**src/rtl/spi_slave_rx_if.sv**
```systemverilog
// rtl/spi_slave_rx_if.sv - SPI pins and register-side bus of spi_slave_rx
// Signals:
//   spi_sclk, spi_cs_n, spi_mosi : SPI master -> slave (asynchronous to clk)
//   spi_miso, spi_miso_oe        : slave -> SPI master, with tristate enable
//   wr_valid, wr_addr, wr_data   : one-clk register write strobe with address/data
//   rd_addr, rd_data             : register read address out, read data back in
//   frame_done, byte_cnt         : end-of-frame pulse and data byte count
interface spi_slave_rx_if;
  logic       spi_sclk;
  logic       spi_cs_n;
  logic       spi_mosi;
  logic       spi_miso;
  logic       spi_miso_oe;
  logic       wr_valid;
  logic [6:0] wr_addr;
  logic [7:0] wr_data;
  logic [6:0] rd_addr;
  logic [7:0] rd_data;
  logic       frame_done;
  logic [2:0] byte_cnt;

  modport slave (
    input  spi_sclk, spi_cs_n, spi_mosi, rd_data,
    output spi_miso, spi_miso_oe, wr_valid, wr_addr, wr_data, rd_addr,
           frame_done, byte_cnt
  );

  modport master (
    output spi_sclk, spi_cs_n, spi_mosi, rd_data,
    input  spi_miso, spi_miso_oe, wr_valid, wr_addr, wr_data, rd_addr,
           frame_done, byte_cnt
  );
endinterface

```
**src/rtl/spi_slave_rx.sv**
```systemverilog
// rtl/spi_slave_rx.sv - SPI mode-0 slave that decodes register read/write frames
// Ports:
//   clk   : system clock, at least 4x spi_sclk
//   rst_n : asynchronous active-low reset
//   bus   : spi_slave_rx_if.slave -- SPI pins in/out, register write strobe,
//           read address/data, frame_done pulse with byte_cnt
// Frame: address byte (bit7 = 1 read / 0 write, bits[6:0] start address),
// then any number of data bytes at auto-incrementing addresses.
module spi_slave_rx (
  input  logic          clk,
  input  logic          rst_n,
  spi_slave_rx_if.slave bus
);

  typedef enum logic [1:0] {
    ST_IDLE = 2'd0,
    ST_ADDR = 2'd1,
    ST_DATA = 2'd2
  } state_e;

  state_e     state_q, state_d;

  // [0],[1] form the synchronizer; [2] is the history bit for edge detection
  logic [2:0] sclk_sync_q;
  logic [2:0] cs_sync_q;
  logic [1:0] mosi_sync_q;

  // After reset the synchronizers hold their reset values for two clocks, so a
  // cs_n that is already low would look like a falling edge. warm_q waits for
  // the chain to carry real pin values; armed_q then waits for cs_n high.
  logic [1:0] warm_q;
  logic       armed_q;

  logic [2:0] bit_cnt_q, bit_cnt_d;
  logic [7:0] rx_q, rx_d;
  logic       rw_q, rw_d;
  logic [6:0] ptr_q, ptr_d;
  logic [7:0] tx_q, tx_d;
  logic       load_pend_q, load_pend_d;
  logic       wr_valid_q, wr_valid_d;
  logic [6:0] wr_addr_q, wr_addr_d;
  logic [7:0] wr_data_q, wr_data_d;
  logic       frame_done_q, frame_done_d;
  logic [2:0] byte_cnt_q, byte_cnt_d;

  logic       sclk_rise, sclk_fall, cs_fall, cs_rise;
  logic [7:0] rx_byte;
  logic       miso_oe;

  assign sclk_rise = sclk_sync_q[1] & ~sclk_sync_q[2];
  assign sclk_fall = ~sclk_sync_q[1] & sclk_sync_q[2];
  assign cs_fall   = armed_q & cs_sync_q[2] & ~cs_sync_q[1];
  assign cs_rise   = cs_sync_q[1] & ~cs_sync_q[2];
  assign rx_byte   = {rx_q[6:0], mosi_sync_q[1]};

  always_ff @(posedge clk or negedge rst_n) begin
    if (!rst_n) begin
      sclk_sync_q  <= 3'b000;
      cs_sync_q    <= 3'b111;
      mosi_sync_q  <= 2'b00;
      warm_q       <= 2'b00;
      armed_q      <= 1'b0;
      state_q      <= ST_IDLE;
      bit_cnt_q    <= 3'd0;
      rx_q         <= 8'h00;
      rw_q         <= 1'b0;
      ptr_q        <= 7'h00;
      tx_q         <= 8'h00;
      load_pend_q  <= 1'b0;
      wr_valid_q   <= 1'b0;
      wr_addr_q    <= 7'h00;
      wr_data_q    <= 8'h00;
      frame_done_q <= 1'b0;
      byte_cnt_q   <= 3'd0;
    end else begin
      sclk_sync_q  <= {sclk_sync_q[1:0], bus.spi_sclk};
      cs_sync_q    <= {cs_sync_q[1:0], bus.spi_cs_n};
      mosi_sync_q  <= {mosi_sync_q[0], bus.spi_mosi};
      warm_q       <= {warm_q[0], 1'b1};
      armed_q      <= armed_q | (warm_q[1] & cs_sync_q[1]);
      state_q      <= state_d;
      bit_cnt_q    <= bit_cnt_d;
      rx_q         <= rx_d;
      rw_q         <= rw_d;
      ptr_q        <= ptr_d;
      tx_q         <= tx_d;
      load_pend_q  <= load_pend_d;
      wr_valid_q   <= wr_valid_d;
      wr_addr_q    <= wr_addr_d;
      wr_data_q    <= wr_data_d;
      frame_done_q <= frame_done_d;
      byte_cnt_q   <= byte_cnt_d;
    end
  end

  always_comb begin
    state_d      = state_q;
    bit_cnt_d    = bit_cnt_q;
    rx_d         = rx_q;
    rw_d         = rw_q;
    ptr_d        = ptr_q;
    tx_d         = tx_q;
    load_pend_d  = load_pend_q;
    wr_valid_d   = 1'b0;
    wr_addr_d    = wr_addr_q;
    wr_data_d    = wr_data_q;
    frame_done_d = 1'b0;
    byte_cnt_d   = byte_cnt_q;

    case (state_q)
      ST_IDLE: begin
        if (cs_fall) begin
          state_d     = ST_ADDR;
          bit_cnt_d   = 3'd0;
          rx_d        = 8'h00;
          rw_d        = 1'b0;
          tx_d        = 8'h00;
          load_pend_d = 1'b0;
          byte_cnt_d  = 3'd0;
        end
      end

      ST_ADDR: begin
        // cs_n rise wins over a byte completing in the same cycle
        if (cs_rise) begin
          state_d = ST_IDLE;
        end else if (sclk_rise) begin
          rx_d      = rx_byte;
          bit_cnt_d = bit_cnt_q + 3'd1;
          if (bit_cnt_q == 3'd7) begin
            state_d     = ST_DATA;
            rw_d        = rx_byte[7];
            ptr_d       = rx_byte[6:0];
            load_pend_d = rx_byte[7];
          end
        end
      end

      ST_DATA: begin
        if (cs_rise) begin
          state_d      = ST_IDLE;
          frame_done_d = 1'b1;
        end else begin
          if (sclk_rise) begin
            rx_d      = rx_byte;
            bit_cnt_d = bit_cnt_q + 3'd1;
            if (bit_cnt_q == 3'd7) begin
              if (rw_q) begin
                load_pend_d = 1'b1;
              end else begin
                wr_valid_d = 1'b1;
                wr_addr_d  = ptr_q;
                wr_data_d  = rx_byte;
              end
              ptr_d = ptr_q + 7'd1;
              if (byte_cnt_q != 3'd7) begin
                byte_cnt_d = byte_cnt_q + 3'd1;
              end
            end
          end
          // rd_data has had at least one clk to follow ptr_q by the time the
          // first falling edge after a byte boundary is detected.
          if (sclk_fall && rw_q) begin
            if (load_pend_q) begin
              tx_d        = bus.rd_data;
              load_pend_d = 1'b0;
            end else begin
              tx_d = {tx_q[6:0], 1'b0};
            end
          end
        end
      end

      default: state_d = ST_IDLE;
    endcase
  end

  assign miso_oe         = (state_q == ST_DATA) & rw_q;
  assign bus.spi_miso_oe = miso_oe;
  assign bus.spi_miso    = miso_oe & tx_q[7];
  assign bus.wr_valid    = wr_valid_q;
  assign bus.wr_addr     = wr_addr_q;
  assign bus.wr_data     = wr_data_q;
  assign bus.rd_addr     = ptr_q;
  assign bus.frame_done  = frame_done_q;
  assign bus.byte_cnt    = byte_cnt_q;

endmodule
```
**src/flat_wrapper.sv**
```systemverilog
// flat-port wrapper written by rule: the top's interface ports become plain ports
module spi_slave_rx_flat 
  (clk, rst_n, bus_spi_sclk, bus_spi_cs_n, bus_spi_mosi, bus_rd_data, bus_spi_miso, bus_spi_miso_oe, bus_wr_valid, bus_wr_addr, bus_wr_data, bus_rd_addr, bus_frame_done, bus_byte_cnt);
  spi_slave_rx_if bus_i ();
  input  logic clk;
  input  logic rst_n;
  input wire logic [$bits(bus_i.spi_sclk)-1:0] bus_spi_sclk;
  input wire logic [$bits(bus_i.spi_cs_n)-1:0] bus_spi_cs_n;
  input wire logic [$bits(bus_i.spi_mosi)-1:0] bus_spi_mosi;
  input wire logic [$bits(bus_i.rd_data)-1:0] bus_rd_data;
  output wire logic [$bits(bus_i.spi_miso)-1:0] bus_spi_miso;
  output wire logic [$bits(bus_i.spi_miso_oe)-1:0] bus_spi_miso_oe;
  output wire logic [$bits(bus_i.wr_valid)-1:0] bus_wr_valid;
  output wire logic [$bits(bus_i.wr_addr)-1:0] bus_wr_addr;
  output wire logic [$bits(bus_i.wr_data)-1:0] bus_wr_data;
  output wire logic [$bits(bus_i.rd_addr)-1:0] bus_rd_addr;
  output wire logic [$bits(bus_i.frame_done)-1:0] bus_frame_done;
  output wire logic [$bits(bus_i.byte_cnt)-1:0] bus_byte_cnt;
  assign bus_i.spi_sclk = bus_spi_sclk;
  assign bus_i.spi_cs_n = bus_spi_cs_n;
  assign bus_i.spi_mosi = bus_spi_mosi;
  assign bus_i.rd_data = bus_rd_data;
  assign bus_spi_miso = bus_i.spi_miso;
  assign bus_spi_miso_oe = bus_i.spi_miso_oe;
  assign bus_wr_valid = bus_i.wr_valid;
  assign bus_wr_addr = bus_i.wr_addr;
  assign bus_wr_data = bus_i.wr_data;
  assign bus_rd_addr = bus_i.rd_addr;
  assign bus_frame_done = bus_i.frame_done;
  assign bus_byte_cnt = bus_i.byte_cnt;
  spi_slave_rx u_core (.clk(clk), .rst_n(rst_n), .bus(bus_i));
endmodule
```
**config.mk**
```make
export PLATFORM = sky130hd
export DESIGN_NAME = spi_slave_rx_flat
export DESIGN_NICKNAME = d
export VERILOG_FILES = /design/src/rtl/spi_slave_rx_if.sv /design/src/rtl/spi_slave_rx.sv /design/src/flat_wrapper.sv
export SDC_FILE = /design/constraint.sdc
export NUM_CORES = 1
export LEC_CHECK = 0
export ABC_AREA = 1
export CAP_MARGIN = 10
export CELL_PAD_IN_SITES_DETAIL_PLACEMENT = 0
export CELL_PAD_IN_SITES_GLOBAL_PLACEMENT = 2
export CORE_ASPECT_RATIO = 0.75
export CORE_MARGIN = 2
export CORE_UTILIZATION = 34
export DETAILED_ROUTE_END_ITERATION = 10
export MAX_ROUTING_LAYER = met4
export PLACE_DENSITY_LB_ADDON = 0.25
export RECOVER_POWER = 100
export SLEW_MARGIN = 25
export SYNTH_ARGS = -nofsm -noshare
export SYNTH_HDL_FRONTEND = slang
export SYNTH_SLANG_ARGS = --single-unit
export TNS_END_PERCENT = 5
```
**constraint.sdc**
```tcl
create_clock -name clk -period 3.22 [get_ports clk]
set_clock_uncertainty 0.1 [all_clocks]
set_input_delay 0.483 -clock clk [delete_from_list [all_inputs] [get_ports clk]]
set_output_delay 0.483 -clock clk [all_outputs]
set_load 0.01 [all_outputs]
```
Yosys cells after proc, flatten, opt, wreduce, memory -nomap -nowiden
Cells that the tools add are included.
{ "op_classes": {"reduce_logical": 16, "n_bitwise": 15, "n_mux": 49, "addsub": 3, "eq_ne": 18} }
{ "op_table": {"columns": ["op", "count"], "rows": [
  ["$mux 7", 8],
  ["$mux 8", 4],
  ["$pmux 7 s2", 2],
  ["$mux 3", 7],
  ["$ne 2x1->1 const B", 9],
  ["$mux 1", 17],
  ["$pmux 8 s2", 1],
  ["$pmux 3 s2", 2],
  ["$reduce_and 4->1", 3],
  ["$reduce_and 6->1", 2],
  ["$mux 2", 5],
  ["$reduce_and 5->1", 2],
  ["$and 1x1->1", 8],
  ["$reduce_bool 2->1", 4],
  ["$add 7x1->7 const B", 1],
  ["$reduce_and 7->1", 1],
  ["$add 3x1->3 const B", 2],
  ["$ne 2x2->1 const B", 3],
  ["$ne 3x1->1 const B", 2],
  ["$not 1->1", 6],
  ["$pmux 2 s3", 1],
  ["$eq 3x3->1 const B", 1],
  ["$ne 3x3->1 const B", 1],
  ["$pmux 1 s3", 1],
  ["8 further kinds", 8]
]} }
{ "word_totals": {"elab_cells": 118, "output_inout_bits": 29, "in_bits": 13, "regBits": 60} }

Logic depth before layout (Yosys ltp)
{ "depth": {"word_depth": 7, "mapped_depth": 9, "mapped_depth_nobuf": 9} }

Worst setup path after synthesis
No wires, ideal clock.
{ "synth_timing": {"path_kind": "reg-to-output", "from": "register u_core.state_q[0]", "to": "output port bus_spi_miso", "required_time_ps": 2637, "stages_incl_launch_ff": 7, "slack_ps": 1351, "path_buffers": 2, "arrival_time_ps": 1286, "cell_sequence": "dfrtp_1 -> inv_1 -> ha_1 -> buf_4 -> buf_4 -> nand2_1 -> nor2_1"} }
{ "synth_between": {"elab_chain_len": 3} }
{ "synth_rtl": {"columns": ["element", "line_no", "rtl"], "rows": [
  ["start, declared", "spi_slave_rx.sv:21", "state_e state_q, state_d;"],
  ["start signal, assigned", "spi_slave_rx.sv:81", "state_q <= state_d;"],
  ["$eq 2x2->1", "spi_slave_rx.sv:178", "assign miso_oe = (state_q == ST_DATA) & rw_q;"],
  ["$and 1x1->1", "spi_slave_rx.sv:178", null],
  ["$and 1x1->1", "spi_slave_rx.sv:180", "assign bus.spi_miso = miso_oe & tx_q[7];"],
  ["end, declared", "flat_wrapper.sv:11", "output wire logic [$bits(bus_i.spi_miso)-1:0] bus_spi_miso;"]
]} }
Every way passes these cells.

Worst setup path after layout
{ "layout_timing": {"from": "register u_core.state_q[0]", "to": "register u_core.wr_data_q[6] (netlist: u_core.bus.wr_data[6])"} }
{ "layout_between": {"elab_chain_len": 2} }
{ "layout_rtl": {"columns": ["element", "line_no", "rtl"], "rows": [
  ["$eq 2x2->1", "spi_slave_rx.sv:110", "case (state_q)"],
  ["$reduce_and 5->1 (no line)", null, null],
  ["end signal, assigned", "spi_slave_rx.sv:90", "wr_data_q <= wr_data_d;"],
  ["end, declared", "spi_slave_rx.sv:42", "logic [7:0] wr_data_q, wr_data_d;"]
]} }
Every way passes these cells.
A chain may end at the register's enable or synchronous reset.

==> reports/summary.txt <==
outcome: completed
Starting Density: 35.2%
Leakage: 1.71 nW
Die Wd: 109 um
share of cells above drive strength 1: 7.81%
maximum clock insertion buffer count: 2
number of DRC markers in iteration 0: 133
Final Hold Fails: 0
postcts setup bufs: 0
die area: 8950 um2
min-delay src: u_core.warm_q[0]
Inst Count DP: 473
IR drop worst, VDD: 0.000277 V
XOR/XNOR Fraction of Synth Area: 0%
post-synthesis simple-gate area fraction: 26.1%
chip height: 82.4 um
Max Cap Viol: 0
Sequential cell area: 1510 um2
Rows: 28
dpl cell area: 3280 um2
#FFs+latches synth: 60
GP Congestion: 0.766
wire per inst: 12.8 um
core area: 7920 um2
Mapped Area: 2790 um2
CTS clk-pin slew, worst paths: 70 ps
r2r endpoint: u_core.bus.wr_data[6]
clk_lat worst skew: 340 ps
final instance area: 3460 um2
htree depth: 3
CP required: 3400 ps
RSZ-0062 raised after global routing: no
CP arrival: 2750 ps
initial antenna violation count: 0
Design Power: 2.13 mW
Crit Path Class: reg -> reg
Fillers: 818
highest clock rate: 0.389 GHz
number of port buffers: 41
Final HPWL DP: 4290 um
cells on worst reg2reg path: 9
syn_nets: 356
Cell Count, Final, Fillers Out: 489
Synth Area in Adders: 4.04%
post-synthesis mux area share: 0%
Setup TNS: 0 ps
utilization after layout: 43.7%
IO Count: 42
largest family of logic cells by synthesized area: simple AND/OR/NAND/NOR gates
CP endpoint kind: register
n_diodes: 0
Compound-Gate Fraction of Synth Area: 9.29%
Syn. warnings: 0
critical-path maximum fanout: 27
synth-to-layout area growth: 24.1%
DRT Pass-1 Iters: 4
sequential cell area fraction in the yosys report: 54.0%
hold-fix buffers at CTS: 0
Setup Viol. Count Final: 0
Power Density: 615 nW/um2
post-route ant nets: 0
largest net degree at the start of global routing: 61
final worst-path cycle share: 79.9%
Gate Count Post-Synth: 334
gr ovfl total: 0
vias in the first global route: 2068
syn_area_per_cell: 8.35 um2
cts repair resizes: 0
first-pass GRT wire length: 10500 um
Netlist cell types: 27
Slew @ Worst Pin: 1470 ps
multi-input logic area: 1090 um2
Hold Path Sink: u_core.warm_q[1]
RR Startpoint: u_core.state_q[0]
Slew Viols, Final: 0
WL final: 6260 um
CTS tree: done
nets: 401
Slew headroom: 1.85%
vias after detailed routing: 2279
GRT Overall Usage: 16.2%
worst hold path cell count: 0
Startpoint Class: register
vias per cell: 4.66
TritonCTS buffer count: 9
Hold Crit Class: reg -> reg
DRC viols: 0
post-layout minimum cycle time: 2570 ps
R2R Setup Slk: 650 ps
clock sink count: 60
CTS Root Cell: clkbuf_8
cells in the mapped netlist (all sizes together):
master | n | share of area [%]
nand2 | 126 | 17
dfrtp | 57 | 51
o21ai | 38 | 7.1
inv | 30 | 4.0
nand3 | 25 | 4.5
nor2 | 17 | 2.6
a21oi | 9 | 1.6
ha | 9 | 4.0
buf | 8 | 2.2
dfstp | 3 | 2.8
nand4 | 3 | 0.67
nand3b | 2 | 0.54
or2 | 2 | 0.45
a21o | 1 | 0.27
clkbuf | 1 | 0.13
clkinv | 1 | 0.13
conb | 1 | 0.13
o21a | 1 | 0.31
layer usage:
layer	up-vias	part of all wire, %	track usage [%]
met5	-	0	-
li1	1154	-	-
met4	0	1.1	6.15
met2	44	42	21.9
met3	7	4.9	4.63
met1	1074	52	22.7
cells in the final DEF, fill, tap and decap left out:
cell type and n:
nand3_1 25, o21ai_0 36, nand4_1 3, clkinv_2 1, inv_2 4, a21o_1 1, nand2_1 125, bufinv_16 1
nor2_1 16, dfstp_1 1, o21ai_2 1, clkbuf_1 1, nand2_4 1, clkinv_1 1, ha_1 9, clkdlybuf4s50_1 8
o21a_2 1, o21ai_1 1, dfstp_2 2, dlygate4sd3_1 32, clkbuf_2 1, inv_6 2, dfrtp_1 57, nand3b_1 2
inv_1 26, or2_2 2, clkinvlp_4 3, a21oi_1 9, buf_2 1, conb_1 1, clkbuf_8 9, nor2_4 1
power by group:
group | switching [mW] | internal (mW) | total [mW]
clock | 0.323 | 0.361 | 0.683
combinational | 0.407 | 0.165 | 0.572
sequential | 0.0541 | 0.820 | 0.874
final cells by class:
class / count / area share [%]
Tap cell: 105 / 3.80
Sequential cell: 60 / 43.5
Inverter: 31 / 3.36
Clock buffer: 9 / 3.58
Multi-Input combinational cell: 234 / 31.6
Clock inverter: 7 / 2.17
Timing Repair Buffer: 43 / 12.0
worst max-delay path by stage:
stage,start,endpoint,cells past startpoint
floorplan,u_core.state_q[0],bus_spi_miso,6
global placement,u_core.state_q[0],u_core.rx_q[3],6
global route,u_core.state_q[0],u_core.tx_q[6],7
CTS,u_core.state_q[0],bus_spi_miso,5
detailed placement,u_core.state_q[0],u_core.bit_cnt_q[2],6
finish,u_core.state_q[0],u_core.bus.wr_data[6],9
critical path: stages (launching register included):
cell	delay, ps
dfrtp_1	420
inv_1	90
ha_1	160
clkbuf_1	760
nand2_1	220
nor2_1	220
nand2_4	200
inv_1	200
nand2_1	80
nand2_1	60
registers in the layout, indices dropped and copies added (netlist names), 3 cells and up:
| register | cells |
|---|---|
| u_core.cs_sync_q | 3 |
| u_core.rx_q | 7 |
| u_core.sclk_sync_q | 3 |
| u_core.bus.wr_data | 8 |
| u_core.bus.wr_addr | 7 |
| u_core.bit_cnt_q | 3 |
| u_core.bus.byte_cnt | 3 |
| u_core.bus.rd_addr | 7 |
| u_core.tx_q | 8 |
metrics by stage:
step	hold slack, ps	setup WS, ps
CTS	220	877
floorplan	87.4	1350
global route	261	370
finish	252	648
global placement	234	1150
detailed placement	238	1040
logic make-up after synthesis:
| family | Yosys count |
|---|---|
| flops | 60 |
| buf+inv | 40 |
| simple gates | 175 |
| fa+ha+maj | 9 |
| other cells | 1 |
| compound gates | 49 |
(Power assumes the default switching activity.)
